[src/rtl/zx_bus_responder.sv]
// zx_bus_responder: answers Z80 reads of screen memory (BASE_ADDR..TOP_ADDR) on the data bus.
// Optional ULA input port (keyboard/EAR) enabled by defining ULA_PORT_EN.
module zx_bus_responder #(
  parameter int          SYNC_STAGES = 2,
  parameter logic [15:0] BASE_ADDR   = 16'h4000,
  parameter logic [15:0] TOP_ADDR    = 16'h5AFF,
  parameter int          TIMEOUT     = 64
) (
  input  logic        clk_i,
  input  logic        rst_ni,
  input  logic [15:0] a_i,
  input  logic        rd_i,
  input  logic        mrq_i,
  input  logic        iorq_i,
  input  logic        m1_i,
  output logic [12:0] mem_addr_o,
  output logic        mem_rd_o,
  input  logic [7:0]  mem_data_i,
  output logic [7:0]  d_out_o,
  output logic        d_oe_o,
  input  logic [4:0]  keys_i,
  input  logic        ear_i,
  output logic        err_o
);
  localparam int CW = $clog2(TIMEOUT + 1);
  typedef enum logic [2:0] {IDLE, FETCH, LATCH, DRIVE, RELEASE} state_t;
  state_t state_q, state_d;
  logic [SYNC_STAGES-1:0][3:0]  ctl_q;
  logic [SYNC_STAGES-1:0][15:0] adr_q;
  logic [SYNC_STAGES-1:0]       vld_q;
  logic        rd_s, mrq_s, iorq_s, m1_s, vld;
  logic [15:0] a_s;
  logic [12:0] off, mem_addr_q, mem_addr_d;
  logic [7:0]  d_out_q, d_out_d, io_dout;
  logic        mem_act, mem_prev_q, mem_start, io_act, io_prev_q, io_start;
  logic        io_q, io_d, rel, tmo, err_q, err_d, mem_rd_q, d_oe_q;
  logic [CW-1:0] cnt_q, cnt_d;
  assign {rd_s, mrq_s, iorq_s, m1_s} = ctl_q[SYNC_STAGES-1];
  assign a_s = adr_q[SYNC_STAGES-1];
  assign vld = vld_q[SYNC_STAGES-1];
  assign off = 13'(a_s - BASE_ADDR);
  assign mem_act = ~mrq_s & ~rd_s;
  assign mem_start = vld & mem_act & ~mem_prev_q & (a_s >= BASE_ADDR) & (a_s <= TOP_ADDR);
`ifdef ULA_PORT_EN
  assign io_act = ~iorq_s & ~rd_s & m1_s & ~a_s[0];
  assign io_start = vld & io_act & ~io_prev_q;
  assign io_dout = {1'b1, ear_i, 1'b1, keys_i};
`else
  logic unused_ula;
  assign unused_ula = ^{keys_i, ear_i, iorq_s, m1_s};
  assign io_act = 1'b0;
  assign io_start = 1'b0;
  assign io_dout = 8'h00;
`endif
  // release follows RD or whichever request strobe opened the access
  assign rel = rd_s | (io_q ? iorq_s : mrq_s);
  assign tmo = cnt_q == CW'(TIMEOUT - 1);
  always_comb begin
    state_d = state_q;
    io_d = io_q;
    mem_addr_d = mem_addr_q;
    d_out_d = d_out_q;
    err_d = err_q;
    case (state_q)
      IDLE:
        if (mem_start) begin
          state_d = FETCH;
          io_d = 1'b0;
          mem_addr_d = off;
        end else if (io_start) begin
          state_d = DRIVE;
          io_d = 1'b1;
          d_out_d = io_dout;
        end
      FETCH: state_d = rel ? RELEASE : LATCH;
      LATCH: begin
        state_d = rel ? RELEASE : DRIVE;
        d_out_d = mem_data_i;
      end
      DRIVE: begin
        state_d = (rel | tmo) ? RELEASE : DRIVE;
        err_d = err_q | (~rel & tmo);
      end
      default: state_d = IDLE;
    endcase
    cnt_d = (state_q == DRIVE && state_d == DRIVE) ? cnt_q + CW'(1) : '0;
  end
  always_ff @(posedge clk_i or negedge rst_ni) begin
    if (!rst_ni) begin
      ctl_q <= '1;
      adr_q <= '0;
      vld_q <= '0;
      mem_prev_q <= 1'b1;
      io_prev_q <= 1'b1;
      state_q <= IDLE;
      io_q <= 1'b0;
      cnt_q <= '0;
      mem_rd_q <= 1'b0;
      mem_addr_q <= '0;
      d_out_q <= 8'h00;
      d_oe_q <= 1'b0;
      err_q <= 1'b0;
    end else begin
      ctl_q <= {ctl_q[SYNC_STAGES-2:0], {rd_i, mrq_i, iorq_i, m1_i}};
      adr_q <= {adr_q[SYNC_STAGES-2:0], a_i};
      vld_q <= {vld_q[SYNC_STAGES-2:0], 1'b1};
      // edge history only tracks real bus levels, so a strobe held low through reset never counts as a start
      if (vld) begin
        mem_prev_q <= mem_act;
        io_prev_q <= io_act;
      end
      state_q <= state_d;
      io_q <= io_d;
      cnt_q <= cnt_d;
      mem_rd_q <= state_d == FETCH;
      mem_addr_q <= mem_addr_d;
      d_out_q <= d_out_d;
      d_oe_q <= state_d == DRIVE;
      err_q <= err_d;
    end
  end
  assign mem_addr_o = mem_addr_q;
  assign mem_rd_o = mem_rd_q;
  assign d_out_o = d_out_q;
  assign d_oe_o = d_oe_q;
  assign err_o = err_q;
endmodule

[config.mk]
export PLATFORM = sky130hd
export DESIGN_NAME = zx_bus_responder
export DESIGN_NICKNAME = d
export VERILOG_FILES = /design/src/rtl/zx_bus_responder.sv
export SDC_FILE = /design/constraint.sdc
export NUM_CORES = 1
export LEC_CHECK = 0
export BUFFER_PORTS_ARGS = -buffer_cell sky130_fd_sc_hd__buf_2
export CORE_ASPECT_RATIO = 0.5
export CORE_MARGIN = 2
export CORE_UTILIZATION = 25
export DETAILED_ROUTE_END_ITERATION = 8
export SYNTH_ARGS = -nofsm -noshare
export SYNTH_HDL_FRONTEND = slang
export SYNTH_SLANG_ARGS = --single-unit
[constraint.sdc]
create_clock -name clk_i -period 2.1 [get_ports clk_i]
set_input_delay 0.525 -clock clk_i [delete_from_list [all_inputs] [get_ports clk_i]]
set_output_delay 0.525 -clock clk_i [all_outputs]
set_load 0.01 [all_outputs]
==> results.md, run 1 <==
- Status: completed
- Syn Nets: between 150 and 200
- Crit Path Category: reg2reg
- TritonRoute pass-1 iters: 4
- Wire per inst: between 10 and 15 um
- Synth Warn #: 0
- Global-route wire length before repair: around 7100 um
- Die area: between 10000 and 15000 sq um
- # setup viols final: 0
- Number of synthesized register bits: 73
- Initial Utilization: 25.6%
- CP arrival: a little under 2 ns
- Placed cell areas: 2840 sq um
- Core Region: approximately 9400 sq um
- Hold Vio Cnt, Final: 0
- Slew HR: about 49%
- Setup bufs post-CTS: 0
- Synth Cell Area: 2400 sq um
- Mean post-synth cell area: between 15 and 20 sq um
- CTS resizes: 0
- Worst slew pin tran: 0.764 ns
- IO Port Bufs: 51
- Crit share post-route: 83.7%
- Met1 Track Usage GR: approximately 9.8%
- Fmax: around 0.57 GHz
- DIE HEIGHT: around 73 um
- Total global routing overflow: 0
- Final ANT Viol Nets: 0
- Fillers: about 900
- I/O pin count: 60
- Hold buffers post-CTS: 0
- Final net count: 246
- ANT cells: 0
- Vias per cell: a little under 4
- Worst setup SP type: flop
- Critical Path RT: between 2 and 2.5 ns
- Met2 usage: 15.9%
- Layout overhead on the synthesized area: 32.6%
- H-tree levels: 3
- CTS tree: done
- Max rail drop VDD: approximately 0.44 mV
- Area share of the largest cell type after synthesis: 70.8%
- Met3 GRT Util: 4.69%
- Cell row count: 25
- Crit Path Max Fanout: 12
- CP endpoint kind: flop
- Vias in the first global route: between 1000 and 1500
- Fin crit period: approximately 1.8 ns
- Max Transition Viols Final: 0
- Final Wtd Congestion: 0.750
- Busiest grt layer: met2
- Post-Synthesis Cells: approximately 140
- Gr usage total: under 10%
- Root Buffer: clkbuf_16
- Proportion of layout cells with a drive suffix above 1: ~47%
- Sequential fraction of the synthesis area: 76.3%
- Dpl hpwl: between 2000 and 3000 um
- Initial antenna violation count: 0
- Synth area leader: dfrtp_1
- Clock slew at reported path FFs: 0.06 ns
- Drt total wl: about 4300 um
- Number of distinct library cells after synthesis: 33
- Post-Route Setup TNS: 0 ns
- Largest net degree at the start of global routing: 38
- Via count: about 1300
- Dominant cells by area after synthesis: dfrtp_1, mux2_2, dfstp_2, mux2_4, a21oi_1
- Leak: about 1.5 nW
- Final hold slack: 0.191 ns
- Die Wd: ~140 um
- Worst min-delay path class: in2async
- DR iter-0 viols: a little over 40
- Number of buffers created by CTS: 9
- Max-cap violation count: 0
- Design area: 3180 sq um
- Clock latency on the worst-skew pair: ~0.33 ns
- Remaining DRCs: 0
- Clock Path Buffers: 2
- PwrDens: around 1100 nW/um^2
- RSZ-0062 raised after global routing: no
- Total clock sinks: 73
- Clock skew: between 0.003 and 0.004 ns
## synthesized netlist by cell type (all sizes together)
cell type	n
dfrtp	68
nor2	7
and2	2
buf	1
mux2	19
xor2	1
o41ai	1
inv	4
a2bb2oi	2
nand4b	1
a21oi	5
and4bb	1
nor3	3
nor4	1
ha	1
and3	1
or3	1
o22ai	1
xnor2	2
nand3	4
nand2	4
dfstp	5
o311ai	1
o2111ai	1
nand2b	1
a31o	1
o21ai	2
nor4b	1
conb	1
o2bb2ai	1
## placed cells by master, fill, tap and decap left out, types with 3 or more instances in the layout
cell       synthesis  final
inv_1              4      4
mux2_2            14     14
nand3_1            4      4
a21oi_1            5      5
dfrtp_1           68     68
bufinv_16          0      3
clkbuf_16          0      9
mux2_4             5      5
buf_2              0     51
buf_4              0      3
dfstp_2            5      5
nor2_1             6      6
nand2_1            4      4
## area by class of cell
type / instances / area [sq um] / area share, %
tap: 121 / 151 / 4.75
clock inverter: 7 / 119 / 3.73
clock buffer: 9 / 225 / 7.07
timing repair buffer: 55 / 298 / 9.35
inverter: 4 / 15.0 / 0.472
multi-input combinational: 66 / 543 / 17.1
sequential: 73 / 1830 / 57.6
## flip-flops by register name, summed over array words and instances, names as in the netlist, 2 cells and up
name and flops:
d_out_o 8, a_s 16, ctl_q 4, state_q 3, cnt_q 7, adr_q 16, vld_q 2, mem_addr_o 13
## power breakdown
part	internal (mW)	switching (mW)	total [mW]
logic	0.118	0.114	0.233
registers	1.51	0.0464	1.56
clock network	1.16	0.546	1.70
## worst paths after layout
check	start	endpoint	slack, ns	depth (start not counted)
hold reg to reg	adr_q[5]	a_s[5]	0.34	0
hold / removal	rst_ni	d_out_o[7]	0.19	1
setup reg to reg	state_q[0]	mem_addr_o[10]	0.34	4
max in group asynchronous	rst_ni	adr_q[10]	1.32	2
setup / recovery	state_q[0]	mem_addr_o[10]	0.34	4
min in group clk_i	mrq_i	ctl_q[2]	0.29	1
## critical path, stage by stage (launching register included)
cell	delay, ns
dfrtp_1	0.44
nor3_1	0.30
o2111ai_2	0.45
buf_4	0.32
o2bb2ai_1	0.12
## logic make-up (layout without fill, tap and decap cells)
logic type / Yosys count / in the layout / share of synthesized area [%]
other: 1 / 1 / 0.156
AND/OR/NAND/NOR: 27 / 27 / 6.62
XOR/XNOR: 3 / 3 / 1.09
adder cells (fa/ha/maj): 1 / 1 / 0.521
AO/OA/AOI/OAI: 15 / 15 / 4.53
flip-flops: 73 / 73 / 76.3
multiplexers: 19 / 19 / 9.69
buffers and inverters: 5 / 75 / 1.09
## through the flow
| stage | power [mW] | utilization (%) | instances | worst slack, ns |
|---|---|---|---|---|
| after floorplan | 1.68 | - | 144 | 0.487 |
| after global placement | 1.81 | 30.3 | 319 | 0.318 |
| after detailed placement | 1.82 | 30.3 | 319 | 0.350 |
| after CTS | 3.55 | 33.9 | 335 | 0.293 |
| after global routing | 3.66 | 33.9 | 335 | 0.231 |
| final | 3.49 | 33.9 | 335 | 0.343 |
## routing by layer
metal  vias up  share of wire [%]  wire length, um
li1        631                  -                -
met1       667                 39             1670
met2        21                 55             2330
met3         8                4.2              177
met4         0                2.2               93
met5         -                  0                0
(Power assumes the default switching activity.)
==> inputs of run 2 (changes only) <==
- clock period: 2.1 -> 1.7 ns (I/O delays scaled with it)
==> run 2 against run 1 <==
Compared with the run above: global-route usage down 0.55 points; sequential power up 23%; critical path depth unchanged; total power up 29%.
==> results.md, run 2 (synthesis results as in run 1) <==
- R2r setup slk: 0.17 ns (-0.17 ns)
- Total clock sinks: 73 (unchanged)
- Hold Vio Cnt, Final: 0 (unchanged)
- Most common cell after layout, fill and taps aside: dfrtp_1
- CTS resizes: 0 (unchanged)
- Fmax: 0.654 GHz (+15%)
- Vias in the first global route: 1399 (-5.5%)
- Die Wd: 143 um (unchanged)
- Hold buffers post-CTS: 0 (unchanged)
- Max rail drop VDD: 0.597 mV (+36%)
- ANT cells: 0 (unchanged)
- # setup viols final: 0 (unchanged)
- Critical Path RT: 1.91 ns (-0.40 ns)
- Delay of the slowest critical-path stage: 0.41 ns (-0.04 ns)
- Slowest CP cell: dfrtp_1
- Leak: 1.58 nW (+2.0%)
- CTS tree: done
- Fin crit period: 1.53 ns (-0.229 ns)
- CP bufs+invs: 1 (unchanged)
- Cell row count: 25 (unchanged)
- CP top delay family: flip-flops
- Largest net degree at the start of global routing: 74 (+95%)
- Crit path launch: state_q[1]
- Worst setup SP type: flop
- CP endpoint kind: flop
- I/O pin count: 60 (unchanged)
- Clock slew at reported path FFs: 0.06 ns (about the same)
- Core Region: 9380 sq um (unchanged)
- Post-Route Setup TNS: 0 ns (unchanged)
- Proportion of layout cells with a drive suffix above 1: 47.4% (+0.25 points)
- Setup bufs post-CTS: 0 (unchanged)
- Final ANT Viol Nets: 0 (unchanged)
- Die area: 10500 sq um (unchanged)
- Power Total: 4.49 mW (+29%)
- Status: completed
- DIE HEIGHT: 73.3 um (unchanged)
- DR iter-0 viols: 62 (+51%)
- RR Endpoint: mem_addr_o[9]
- TritonRoute pass-1 iters: 4 (unchanged)
- Crit share post-route: 89.9% (+6.2 points)
- Commonest non-fill, non-tap cells in the layout: dfrtp_1, buf_2, mux2_2
- DP Cell Count: 320 (+0.31%)
- RSZ-0062 raised after global routing: no
- Vias per cell: 4.04 (+1.9%)
- Crit Path Max Fanout: 15 (+3)
- Initial antenna violation count: 0 (unchanged)
- Clock skew: 0.00429 ns (+0.000498 ns)
- IO Port Bufs: 51 (unchanged)
- Max-cap violation count: 0 (unchanged)
- Critical Path Sink: mem_addr_o[9]
- Crit Path Category: reg2reg
- H-tree levels: 3 (unchanged)
- Final Wtd Congestion: 0.756 (+0.73%)
- Via count: 1356 (+2.2%)
- Non-filler instance count after layout: 336 (+0.30%)
- Clock Path Buffers: 2 (unchanged)
- Gr usage total: 8.88% (-0.55 points)
- Worst-case reg-to-reg path depth: 4 (unchanged)
- R2R Path Start: state_q[1]
- Total global routing overflow: 0 (unchanged)
- Max Transition Viols Final: 0 (unchanged)
- Remaining DRCs: 0 (unchanged)
- Critical Path Stages: 4 (unchanged)
- Wire per inst: 12.5 um (-1.4%)
- Root Buffer: clkbuf_16
- Final net count: 247 (+0.41%)
- Drt total wl: 4220 um (-1.1%)
- Dpl hpwl: 2820 um (-5.5%)
- Number of buffers created by CTS: 9 (unchanged)
- Global-route wire length before repair: 6790 um (-4.3%)
- Worst min-delay path class: in2async
- Initial Utilization: 25.6% (unchanged)
- Layout overhead on the synthesized area: 34.4%
- PwrDens: 1390 nW/um^2 (+27%)
- CP Cell Sequence: nor3_1, o2111ai_2, buf_12, mux2_4
- CP arrival: 1.74 ns (-0.23 ns)
- Clock latency on the worst-skew pair: 0.33 ns (about the same)
[run 2: power breakdown]
group / leakage, nW / total [mW] / internal, mW / switching (mW)
clock: 0.180 / 2.28 / 1.58 / 0.695
combinational: 0.489 / 0.289 / 0.147 / 0.141
sequential: 0.909 / 1.92 / 1.87 / 0.0565
[run 2: metal layers]
layer	track usage, %	vias to the layer above	wire length (um)
li1	-	632	-
met1	9.72	696	1700
met2	14.6	20	2200
met3	4.50	8	230
met4	4.29	0	81
met5	0	-	0
[run 2: how the worst min path moves through the flow]
stage	startpoint	endpoint	slack [ns]	cells after the start
2_1_floorplan	rst_ni	a_s[0]	0.13	0
3_3_place_gp	adr_q[5]	a_s[5]	0.33	0
3_5_place_dp	adr_q[9]	a_s[9]	0.34	0
4_1_cts	rst_ni	d_out_o[1]	0.13	2
5_1_grt	rst_ni	d_out_o[1]	0.15	2
6_report	rst_ni	d_out_o[1]	0.11	2
[run 2: layout make-up]
type,count,area (sq um)
repair buffers,56,318
clock inverters,7,143
clock buffers,9,225
flip-flops and latches,73,1830
multi-input cells,66,543
inverters,4,15.0
well taps,121,151
fillers,915,6160
[run 2: worst register-to-register path, stage by stage, from the launching register on]
cell and delay [ns]:
dfrtp_1 0.41, nor3_1 0.31, o2111ai_2 0.19, buf_12 0.20, mux2_4 0.30
[run 2: metrics by stage]
step	hold WS, ns	worst slack [ns]	cell area [sq um]	utilization (%)
2_1_floorplan	0.129	0.0875	2400	-
3_3_place_gp	0.333	0.210	2860	30.5
3_5_place_dp	0.336	0.173	2860	30.5
4_1_cts	0.128	0.158	3230	34.4
5_1_grt	0.147	0.109	3230	34.4
6_report	0.111	0.171	3230	34.4
==> inputs of run 3 (changes only) <==
--- a/config.mk
+++ b/config.mk
@@ -9,7 +9,9 @@
 export CORE_ASPECT_RATIO = 0.5
 export CORE_MARGIN = 2
-export CORE_UTILIZATION = 25
+export CORE_UTILIZATION = 51
 export DETAILED_ROUTE_END_ITERATION = 8
+export PLACE_DENSITY = 0.77
 export SYNTH_ARGS = -nofsm -noshare
 export SYNTH_HDL_FRONTEND = slang
 export SYNTH_SLANG_ARGS = --single-unit
+export TNS_END_PERCENT = 30
==> constraint.sdc (replaced) <==
create_clock -name clk_i -period 1.7 [get_ports clk_i]
set_input_delay 0.34 -clock clk_i [delete_from_list [all_inputs] [get_ports clk_i]]
set_output_delay 0.34 -clock clk_i [all_outputs]
set_load 0.01 [all_outputs]
==> run 3 against run 2 <==
Compared with the run above: first-iteration DRC count fell by 9.7%; critical path depth did not move; setup slack got worse by 0.053 ns; die area fell by 49%; hold slack got worse by 0.013 ns; design area fell by 8.4%; clock skew rose by 0.0038 ns; sequential share of layout area rose by 5.2 points; final cell count fell by 19%; count of clock-buffer cells in the layout rose by 2; highest routed layer unchanged.
==> results.md, run 3 (synthesis results as in run 1) <==
- Status: completed
- Worst setup SP type: flop
- Max Transition Viols Final: 0 (unchanged)
- Wire per inst: 13.2 um (+5.6%)
- Die area: 5310 sq um (-49%)
- Crit Path Category: reg2reg
- Clock latency on the worst-skew pair: 0.34 ns (about the same)
- H-tree levels: 3 (unchanged)
- Remaining DRCs: 0 (unchanged)
- Setup bufs post-CTS: 0 (unchanged)
- Final ANT Viol Nets: 0 (unchanged)
- Slowest CP cell: dfrtp_1
- Clock Path Buffers: 2 (unchanged)
- Cell row count: 17 (-32%)
- Post-Route Utilization: 66.2% (+32 points)
- Root Buffer: clkbuf_8
- Gr usage total: 16.3% (+7.4 points)
- Global-route wire length before repair: 6090 um (-10%)
- Drt total wl: 3620 um (-14%)
- Routed length on met2: 1850 um (-16%)
- Multi-input gate area: 543 sq um (unchanged)
- CTS resizes: 0 (unchanged)
- Fmax: 0.632 GHz (-3.3%)
- Total clock sinks: 73 (unchanged)
- CP top delay family: flip-flops
- R2R Path Start: state_q[1]
- Proportion of layout cells with a drive suffix above 1: 46.8% (-0.68 points)
- Largest net degree at the start of global routing: 63 (-15%)
- DIE HEIGHT: 52.5 um (-28%)
- Vias in the first global route: 1364 (-2.5%)
- DR WL met3: 224 um (-2.6%)
- Final net count: 249 (+0.81%)
- CTS tree: done
- Crit share post-route: 93.0% (+3.1 points)
- Worst min-delay path class: in2reg
- Final Wtd Congestion: 0.719 (-4.9%)
- R2r setup slk: 0.12 ns (-0.05 ns)
- RR Endpoint: mem_addr_o[9]
- Worst Hold Path Cells: 1
- Max rail drop VDD: 0.522 mV (-13%)
- Reg area: 1830 sq um (unchanged)
- Via count: 1334 (-1.6%)
- Worst Hold Endpoint: ctl_q[3]
- Core Region: 4470 sq um (-52%)
- Total global routing overflow: 0 (unchanged)
- Initial Utilization: 53.8% (+28 points)
- Worst-case reg-to-reg path depth: 4 (unchanged)
- Most common cell after layout, fill and taps aside: dfrtp_1
- ANT cells: 0 (unchanged)
- RSZ-0062 raised after global routing: no
- Fillers: 322 (-65%)
- PwrDens: 1130 nW/um^2 (-18%)
- # setup viols final: 0 (unchanged)
- Dpl hpwl: 2550 um (-9.8%)
- Layout overhead on the synthesized area: 23.0%
- Die Wd: 101 um (-29%)
- IO Port Bufs: 51 (unchanged)
- Leak: 1.48 nW (-6.1%)
- TritonRoute pass-1 iters: 4 (unchanged)
- CP bufs+invs: 1 (unchanged)
- Max layer used: met4
- Crit Path Max Fanout: 10 (-5)
- Hold Vio Cnt, Final: 0 (unchanged)
- Max-cap violation count: 0 (unchanged)
- Critical Path RT: 1.93 ns (+0.02 ns)
- Number of buffers created by CTS: 9 (unchanged)
- I/O pin count: 60 (unchanged)
- Worst setup margin: 0.118 ns (-0.0528 ns)
- Delay of the slowest critical-path stage: 0.42 ns (about the same)
- Initial antenna violation count: 0 (unchanged)
- Vias per cell: 4.89 (+21%)
- DR iter-0 viols: 56 (-9.7%)
- Hold path startpoint: rd_i
- CP endpoint kind: flop
- CP arrival: 1.81 ns (+0.07 ns)
- Post-Route Setup TNS: 0 ns (unchanged)
- Commonest non-fill, non-tap cells in the layout: dfrtp_1, buf_2, mux2_2
- Clock skew: 0.00811 ns (+0.00382 ns)
- DRT met1 WL: 1490 um (-12%)
- Clock slew at reported path FFs: 0.07 ns (about the same)
- Hold buffers post-CTS: 1 (+1)
- Pre-CTS setup slack: 0.188 ns (+0.0158 ns)
- CP Cell Sequence: nor3_1, o2111ai_2, buf_4, mux2_4
- Fin crit period: 1.58 ns (+0.0528 ns)
[run 3: cell count changes in the layout (fill, tap and decap cells not counted), moves of 2 or more]
cell        before  now
buf_4            3    5
bufinv_16        4    0
clkbuf_16        9    0
clkbuf_8         0   10
clkinv_4         2    0
clkinvlp_4       0    2
[run 3: worst max path at each step]
stage | cells after the start | from | endpoint | slack [ns]
6_report | 4 | state_q[1] | mem_addr_o[9] | 0.12
3_3_place_gp | 4 | state_q[1] | mem_addr_o[6] | 0.20
5_1_grt | 4 | state_q[1] | mem_addr_o[9] | 0.06
4_1_cts | 4 | state_q[1] | mem_addr_o[9] | 0.16
2_1_floorplan | 4 | cnt_q[0] | cnt_q[2] | 0.09
3_5_place_dp | 4 | state_q[1] | mem_addr_o[9] | 0.19
[run 3: cell type report]
cell class / instances / area share [%]
Sequential cell: 73 / 62.0
Tap cell: 57 / 2.41
Multi-Input combinational cell: 66 / 18.4
Timing Repair Buffer: 58 / 10.9
Inverter: 4 / 0.508
Clock inverter: 4 / 0.974
Clock buffer: 11 / 4.78
[run 3: worst reg2reg max path, stage by stage (launching register included)]
cell and delay [ns]:
dfrtp_1 0.42, nor3_1 0.35, o2111ai_2 0.17, buf_4 0.23, mux2_4 0.31
[run 3: stage by stage]
stage                     power, mW  area [sq um]  hold slack (ns)  instances
after floorplan                2.07          2400           0.0444        144
after global placement         2.22          2780            0.226        257
after detailed placement       2.24          2780            0.232        257
after CTS                      3.40          2960           0.0764        273
after global routing           3.51          2960           0.0782        273
final                          3.35          2960           0.0985        273
[run 3: layer usage]
layer	vias up	track usage, %
met4	0	8.78
met1	659	18.0
met3	5	7.60
met5	-	0
met2	38	26.7
li1	632	-
[run 3: where the power goes]
part           switching (mW)  internal (mW)  leakage (nW)
clock network           0.588          0.563        0.0818
logic                   0.137          0.148         0.491
registers              0.0538           1.86         0.909
total                   0.778           2.57          1.48
